File: src/rtl/robo_pkg.sv
// Shared definitions for the robot navigation actuator: motor drive codes,
// actuator state encoding and the action kinds used by the optional odometry.
package robo_pkg;

    localparam logic [1:0] MOTOR_PARADO = 2'b00;
    localparam logic [1:0] MOTOR_FRENTE = 2'b01;
    localparam logic [1:0] MOTOR_RE     = 2'b10;

    typedef enum logic [2:0] {
        IDLE   = 3'd0,
        AVANCA = 3'd1,
        GIRA   = 3'd2,
        CURVA  = 3'd3,
        REMOVE = 3'd4,
        PAUSA  = 3'd5
    } estado_atuador_t;

    // Kind of the action currently (or most recently) executed.
    typedef enum logic [1:0] {
        ACAO_PASSO   = 2'd0,
        ACAO_GIRO    = 2'd1,
        ACAO_REMOCAO = 2'd2
    } acao_t;

    // Largest of the four timing parameters; sizes the shared down-counter.
    function automatic int max_ciclos(input int a, input int b, input int c, input int d);
        int m;
        m = a;
        if (b > m) m = b;
        if (c > m) m = c;
        if (d > m) m = d;
        return m;
    endfunction

endpackage

File: src/rtl/atuador_motores_contador_tempo.sv
// Loadable down-counter shared by every timed state of the actuator.
// A load wins over the decrement; the count saturates at zero.
module contador_tempo #(
    parameter int W = 5
) (
    input  logic         clock,
    input  logic         reset,
    input  logic         load,
    input  logic [W-1:0] load_value,
    input  logic         enable,
    output logic [W-1:0] count,
    output logic         zero
);

    logic [W-1:0] count_q;
    logic [W-1:0] count_d;

    // Next count: load has priority, otherwise decrement while enabled and non-zero.
    always_comb begin
        count_d = count_q;
        if (load) begin
            count_d = load_value;
        end else if (enable && (count_q != '0)) begin
            count_d = count_q - 1'b1;
        end
    end

    // Count register with synchronous reset.
    always_ff @(posedge clock) begin
        if (reset) begin
            count_q <= '0;
        end else begin
            count_q <= count_d;
        end
    end

    assign count = count_q;
    assign zero  = (count_q == '0);

endmodule

File: src/rtl/atuador_motores.sv
// Motor/arm actuator: turns the level commands avancar, girar and remover
// into timed drive sequences followed by a dead time and a one-cycle done.
// Optional odometry counters are built when ATUADOR_ODOMETRIA_EN is defined.
module atuador_motores
    import robo_pkg::*;
#(
    parameter int STEP_CYCLES = 8,
    parameter int TURN_CYCLES = 6,
    parameter int ARM_CYCLES  = 10,
    parameter int DEAD_CYCLES = 2
) (
    input  logic        clock,
    input  logic        reset,
    input  logic        avancar,
    input  logic        girar,
    input  logic        remover,
    output logic [1:0]  motor_esq,
    output logic [1:0]  motor_dir,
    output logic        braco,
    output logic        busy,
    output logic        done
`ifdef ATUADOR_ODOMETRIA_EN
    ,
    output logic [15:0] passos,
    output logic [15:0] giros,
    output logic [7:0]  remocoes
`endif
);

    localparam int MAX_CICLOS = max_ciclos(STEP_CYCLES, TURN_CYCLES, ARM_CYCLES, DEAD_CYCLES);
    localparam int CW         = $clog2(MAX_CICLOS) + 1;

    localparam logic [CW-1:0] CARGA_PASSO   = CW'(STEP_CYCLES - 1);
    localparam logic [CW-1:0] CARGA_GIRO    = CW'(TURN_CYCLES - 1);
    localparam logic [CW-1:0] CARGA_REMOCAO = CW'(ARM_CYCLES - 1);
    localparam logic [CW-1:0] CARGA_PAUSA   = CW'(DEAD_CYCLES - 1);

    estado_atuador_t estado_q, estado_d;
    acao_t           acao_q, acao_d;
    logic [1:0]      motor_esq_q, motor_esq_d;
    logic [1:0]      motor_dir_q, motor_dir_d;
    logic            braco_q, braco_d;
    logic            busy_q, busy_d;
    logic            done_q, done_d;

    logic            cont_load;
    logic [CW-1:0]   cont_valor;
    logic            cont_enable;
    logic [CW-1:0]   cont_count;
    logic            cont_zero;

    contador_tempo #(
        .W (CW)
    ) u_contador (
        .clock      (clock),
        .reset      (reset),
        .load       (cont_load),
        .load_value (cont_valor),
        .enable     (cont_enable),
        .count      (cont_count),
        .zero       (cont_zero)
    );

    // The counter only runs while an action or the dead time is in progress.
    assign cont_enable = (estado_q != IDLE);

    // Next state, counter load and the registered outputs of the next state.
    always_comb begin
        estado_d   = estado_q;
        acao_d     = acao_q;
        cont_load  = 1'b0;
        cont_valor = '0;

        case (estado_q)
            IDLE: begin
                if (remover) begin
                    estado_d   = REMOVE;
                    acao_d     = ACAO_REMOCAO;
                    cont_load  = 1'b1;
                    cont_valor = CARGA_REMOCAO;
                end else if (avancar && girar) begin
                    estado_d   = CURVA;
                    acao_d     = ACAO_GIRO;
                    cont_load  = 1'b1;
                    cont_valor = CARGA_GIRO;
                end else if (girar) begin
                    estado_d   = GIRA;
                    acao_d     = ACAO_GIRO;
                    cont_load  = 1'b1;
                    cont_valor = CARGA_GIRO;
                end else if (avancar) begin
                    estado_d   = AVANCA;
                    acao_d     = ACAO_PASSO;
                    cont_load  = 1'b1;
                    cont_valor = CARGA_PASSO;
                end
            end
            AVANCA, GIRA, CURVA, REMOVE: begin
                if (cont_zero) begin
                    estado_d   = PAUSA;
                    cont_load  = 1'b1;
                    cont_valor = CARGA_PAUSA;
                end
            end
            PAUSA: begin
                if (cont_zero) begin
                    estado_d = IDLE;
                end
            end
            default: begin
                estado_d = IDLE;
            end
        endcase

        // Outputs are decoded from the next state so they appear with the state.
        motor_esq_d = MOTOR_PARADO;
        motor_dir_d = MOTOR_PARADO;
        braco_d     = 1'b0;
        busy_d      = (estado_d != IDLE);
        done_d      = (estado_q == PAUSA) && cont_zero;

        case (estado_d)
            AVANCA: begin
                motor_esq_d = MOTOR_FRENTE;
                motor_dir_d = MOTOR_FRENTE;
            end
            GIRA: begin
                motor_esq_d = MOTOR_FRENTE;
                motor_dir_d = MOTOR_RE;
            end
            CURVA: begin
                motor_esq_d = MOTOR_FRENTE;
                motor_dir_d = MOTOR_PARADO;
            end
            REMOVE: begin
                braco_d = 1'b1;
            end
            default: begin
                motor_esq_d = MOTOR_PARADO;
                motor_dir_d = MOTOR_PARADO;
            end
        endcase
    end

    // State and registered outputs; reset aborts any action without a done.
    always_ff @(posedge clock) begin
        if (reset) begin
            estado_q    <= IDLE;
            acao_q      <= ACAO_PASSO;
            motor_esq_q <= MOTOR_PARADO;
            motor_dir_q <= MOTOR_PARADO;
            braco_q     <= 1'b0;
            busy_q      <= 1'b0;
            done_q      <= 1'b0;
        end else begin
            estado_q    <= estado_d;
            acao_q      <= acao_d;
            motor_esq_q <= motor_esq_d;
            motor_dir_q <= motor_dir_d;
            braco_q     <= braco_d;
            busy_q      <= busy_d;
            done_q      <= done_d;
        end
    end

    assign motor_esq = motor_esq_q;
    assign motor_dir = motor_dir_q;
    assign braco     = braco_q;
    assign busy      = busy_q;
    assign done      = done_q;

`ifdef ATUADOR_ODOMETRIA_EN
    logic [15:0] passos_q, passos_d;
    logic [15:0] giros_q, giros_d;
    logic [7:0]  remocoes_q, remocoes_d;

    // Count each completed action by kind; the update lands with the done pulse.
    always_comb begin
        passos_d   = passos_q;
        giros_d    = giros_q;
        remocoes_d = remocoes_q;
        if (done_d) begin
            case (acao_q)
                ACAO_PASSO:   passos_d   = passos_q + 16'd1;
                ACAO_GIRO:    giros_d    = giros_q + 16'd1;
                ACAO_REMOCAO: remocoes_d = remocoes_q + 8'd1;
                default:      passos_d   = passos_q;
            endcase
        end
    end

    // Odometry registers, cleared by reset.
    always_ff @(posedge clock) begin
        if (reset) begin
            passos_q   <= '0;
            giros_q    <= '0;
            remocoes_q <= '0;
        end else begin
            passos_q   <= passos_d;
            giros_q    <= giros_d;
            remocoes_q <= remocoes_d;
        end
    end

    assign passos   = passos_q;
    assign giros    = giros_q;
    assign remocoes = remocoes_q;
`endif

endmodule
File: config.mk
export PLATFORM = sky130hd
export DESIGN_NAME = atuador_motores
export DESIGN_NICKNAME = d
export VERILOG_FILES = /design/src/rtl/robo_pkg.sv /design/src/rtl/atuador_motores_contador_tempo.sv /design/src/rtl/atuador_motores.sv
export SDC_FILE = /design/constraint.sdc
export NUM_CORES = 1
export LEC_CHECK = 0
export BUFFER_PORTS_ARGS = -buffer_cell sky130_fd_sc_hd__buf_2
export CORE_MARGIN = 3
export CORE_UTILIZATION = 44
export CTS_CLUSTER_DIAMETER = 40
export DETAILED_ROUTE_END_ITERATION = 12
export PLACE_DENSITY = 0.74
export SLEW_MARGIN = 20
export SYNTH_ARGS = -nofsm -noshare
export SYNTH_HDL_FRONTEND = slang
export SYNTH_HIERARCHICAL = 1
export SYNTH_SLANG_ARGS = --single-unit
File: constraint.sdc
create_clock -name clock -period 3.65 [get_ports clock]
set_clock_uncertainty 0.15 [all_clocks]
set_input_delay 0.5475 -clock clock [delete_from_list [all_inputs] [get_ports clock]]
set_output_delay 0.5475 -clock clock [all_outputs]
set_load 0.01 [all_outputs]
==> impl_metrics.xml <==
<?xml version="1.0" encoding="UTF-8"?>
<metrics>
  <group name="floorplanning">
    <metric name="rows" unit="">14</metric>
    <metric name="die_width" unit="um">48.7</metric>
    <metric name="fp.dieArea" unit="um2">2370</metric>
    <metric name="initial_utilization" unit="">0.497</metric>
    <metric name="die_h" unit="um">48.7</metric>
    <metric name="core_region_area" unit="um2">1610</metric>
    <metric name="pin_count" unit="">12</metric>
  </group>
  <group name="synthesis">
    <metric name="synth.cell_area" unit="um2">801</metric>
    <metric name="postSynthAreaPerCell" unit="um2">8.61</metric>
    <metric name="fraction_of_registers_with_async_set_or_reset_after_synthesis" unit="">0</metric>
    <metric name="synth_area_leaders" unit="">dfxtp_1 35%, nor2_1 5.6%, buf_6 4.2%</metric>
    <metric name="yosys_register_bits" unit="">14</metric>
    <metric name="post-synth-top-area-cell" unit="">dfxtp_1</metric>
    <metric name="synthDistinctLibCells" unit="">39</metric>
    <metric name="yosysWarnings" unit="">6</metric>
    <metric name="edff_count_synth" unit="">0</metric>
    <metric name="primary_flip_flop_cell_chosen_by_synthesis_mapping" unit="">dfxtp_1</metric>
    <metric name="synth_seq_area_share" unit="">0.350</metric>
    <metric name="netlist_instances" unit="">93</metric>
    <metric name="post-synth-top-count-cell" unit="">dfxtp_1</metric>
    <metric name="synthTopCellsByCount" unit="">14 x dfxtp_1, 12 x nor2_1, 7 x inv_1, 5 x nand2_1</metric>
    <metric name="synth_top_cell_area_share" unit="">0.350</metric>
  </group>
  <group name="clocking">
    <metric name="clk_transition_reported_paths" unit="ns">0.08</metric>
    <metric name="cts_inserted_buffers" unit="">3</metric>
    <metric name="clk_path_buf_depth" unit="">2</metric>
    <metric name="clkSinkCount" unit="">14</metric>
    <metric name="clkLatencyLatePin" unit="ns">0.27</metric>
    <metric name="cts_resized" unit="">0</metric>
    <metric name="post_cts.repair.setup_buffers" unit="">0</metric>
    <metric name="cts_max_level" unit="">1</metric>
    <metric name="cts_tree" unit="">yes</metric>
    <metric name="holdBufCountCts" unit="">0</metric>
    <metric name="clockRootBuffer" unit="">clkbuf_4</metric>
  </group>
  <group name="sta">
    <metric name="setup-tns-final" unit="ns">0</metric>
    <metric name="final-max-slew-violation-count" unit="">0</metric>
    <metric name="min_period" unit="ns">3.08</metric>
    <metric name="maxClockFrequency" unit="MHz">325</metric>
    <metric name="unrepaired_setup_endpoints_after_global_routing" unit="">false</metric>
    <metric name="worst-slew-pin-transition" unit="ns">0.799</metric>
    <metric name="setup_violations" unit="">0</metric>
    <metric name="hold_violations" unit="">0</metric>
    <metric name="min_period_over_period" unit="">0.843</metric>
    <metric name="slew_headroom" unit="">0.467</metric>
  </group>
  <group name="min_path">
    <metric name="hold_class" unit="">reg2reg</metric>
  </group>
  <group name="setup_path">
    <metric name="critPathArrivalTime" unit="ns">3.09</metric>
    <metric name="critPathLaunchType" unit="">register</metric>
    <metric name="crit_chain" unit="">inv_1, ha_1, or4b_1, inv_1, nand2_1, o22ai_1, nor3_1, a311o_1</metric>
    <metric name="crit_required" unit="ns">3.67</metric>
    <metric name="critical_path.most_common_cell" unit="">inv_1</metric>
    <metric name="critical_path.max_stage_delay" unit="ns">0.66</metric>
    <metric name="worst_path_max_delay_cell" unit="">o22ai_1</metric>
    <metric name="worst_setup_path_category" unit="">reg2reg</metric>
    <metric name="highest_fanout_seen_on_the_critical_path" unit="">9</metric>
    <metric name="endpoint_kind" unit="">register</metric>
  </group>
  <group name="placement">
    <metric name="post-dp-hpwl" unit="um">1100</metric>
    <metric name="place.gp.congestion" unit="">0.869</metric>
    <metric name="placed_cells_incl_taps" unit="">119</metric>
    <metric name="port-buffer-count" unit="">10</metric>
  </group>
  <group name="detailed_routing">
    <metric name="routed_via_density" unit="">5.39</metric>
    <metric name="route.antenna.remaining_nets" unit="">0</metric>
    <metric name="wl_per_cell" unit="um">12.0</metric>
    <metric name="detail_route.iter0.violations" unit="">17</metric>
    <metric name="via_count" unit="">658</metric>
    <metric name="drc" unit="">0</metric>
    <metric name="firstDrtPassIters" unit="">4</metric>
    <metric name="wirelength" unit="um">1460</metric>
  </group>
  <group name="global_route">
    <metric name="global_route_wire_length_before_repair" unit="um">2510</metric>
    <metric name="antenna_found_initial" unit="">0</metric>
    <metric name="first_global_vias" unit="">588</metric>
    <metric name="globalRouteTotalUtil" unit="">0.134</metric>
    <metric name="globalRouteOverflowTotal" unit="">0</metric>
    <metric name="grt_start_max_net_pins" unit="">17</metric>
  </group>
  <group name="final_layout">
    <metric name="syn2layout_area_growth" unit="%">5.62</metric>
    <metric name="layout-drive-gt1-share" unit="">0.173</metric>
    <metric name="fin_nets" unit="">106</metric>
    <metric name="final_core_util" unit="">0.525</metric>
    <metric name="post_layout_nonfiller_instances" unit="">122</metric>
    <metric name="n_antenna_cell" unit="">0</metric>
  </group>
  <group name="pwr">
    <metric name="p_per_area" unit="nW/um2">857</metric>
    <metric name="power_leakage" unit="nW">0.336</metric>
    <metric name="ir_drop" unit="V">0.000411</metric>
  </group>
  <group name="flow_run">
    <metric name="max_cap_violations" unit="">0</metric>
  </group>
  <group name="run_status">
    <metric name="run_status" unit="">completed</metric>
  </group>
</metrics>
## power by group
| group | internal (mW) | leakage, nW | switching [mW] |
|---|---|---|---|
| clock | 0.0382 | 0.0138 | 0.0439 |
| combinational | 0.163 | 0.207 | 0.240 |
| sequential | 0.201 | 0.115 | 0.0391 |
## metal layers
| metal | vias to the layer above | part of all wire | GRT usage | wire length, um |
|---|---|---|---|---|
| li1 | 345 | - | - | - |
| met3 | 4 | 0.053 | 0.0613 | 77 |
| met1 | 295 | 0.45 | 0.155 | 664 |
| met2 | 14 | 0.47 | 0.215 | 693 |
| met4 | 0 | 0.018 | 0.0521 | 27 |
| met5 | - | 0 | 0 | 0 |
## registers in the layout, indices dropped and copies added (netlist names)
signal / flops
u_contador/count: 5
estado_q: 3
motor_dir: 2
braco: 1
busy: 1
done: 1
motor_esq: 1
## final timing paths
check / from / to / slack (ns) / depth (start not counted)
worst max-delay path: u_contador/count[1] / u_contador/count[1] / 0.57 / 8
worst max register to register: u_contador/count[1] / u_contador/count[1] / 0.57 / 8
worst min-delay path: u_contador/count[4] / u_contador/count[4] / 0.38 / 2
worst min register to register: u_contador/count[4] / u_contador/count[4] / 0.38 / 2
## metrics by stage
step	setup slack (ns)	hold slack [ns]	cell area, um2	power [mW]
2_1_floorplan	0.974	0.325	805	0.607
3_3_place_gp	0.764	0.365	823	0.631
6_report	0.574	0.376	846	0.725
5_1_grt	0.385	0.439	846	0.797
4_1_cts	0.625	0.380	846	0.728
3_5_place_dp	0.648	0.368	823	0.642
## worst max-delay path, delay by kind of cell, from the launching register on
| kind | cells | cell delay [ns] |
|---|---|---|
| compound gates | 2 | 1.04 |
| buf+inv | 2 | 0.37 |
| simple gates | 3 | 0.90 |
| fa+ha+maj | 1 | 0.18 |
| flops | 1 | 0.32 |
## logic make-up (layout without fill, tap and decap cells)
group | count (synthesis) | in the layout | share of synthesized area
AOI/OAI and AO/OA | 26 | 26 | 0.284
adders and majority gates | 1 | 1 | 0.0156
buffers and inverters | 16 | 20 | 0.109
DFF | 14 | 14 | 0.350
other | 1 | 2 | 0.00468
and+or+nand+nor | 35 | 35 | 0.236
## final cells by class
| type | instances | area (um2) |
|---|---|---|
| Sequential cell | 14 | 280 |
| Multi-Input combinational cell | 64 | 437 |
| Clock buffer | 3 | 22.5 |
| Timing Repair Buffer | 10 | 50.0 |
| Fill cell | 167 | 766 |
| Tap cell | 24 | 30.0 |
| Inverter | 7 | 26.3 |
## placed cells by master (no fill, tap or decap), drive strengths merged, types with 2 or more instances in the layout
master	count
conb	2
nor3	4
buf	10
a2111oi	2
nand2	5
or3	2
dfxtp	14
a21oi	4
o21a	2
nor3b	4
nor2	12
clkbuf	3
inv	7
a21o	2
a311oi	2
o22ai	2
nor4b	2
Note: power is estimated with default switching activity, not from simulation.
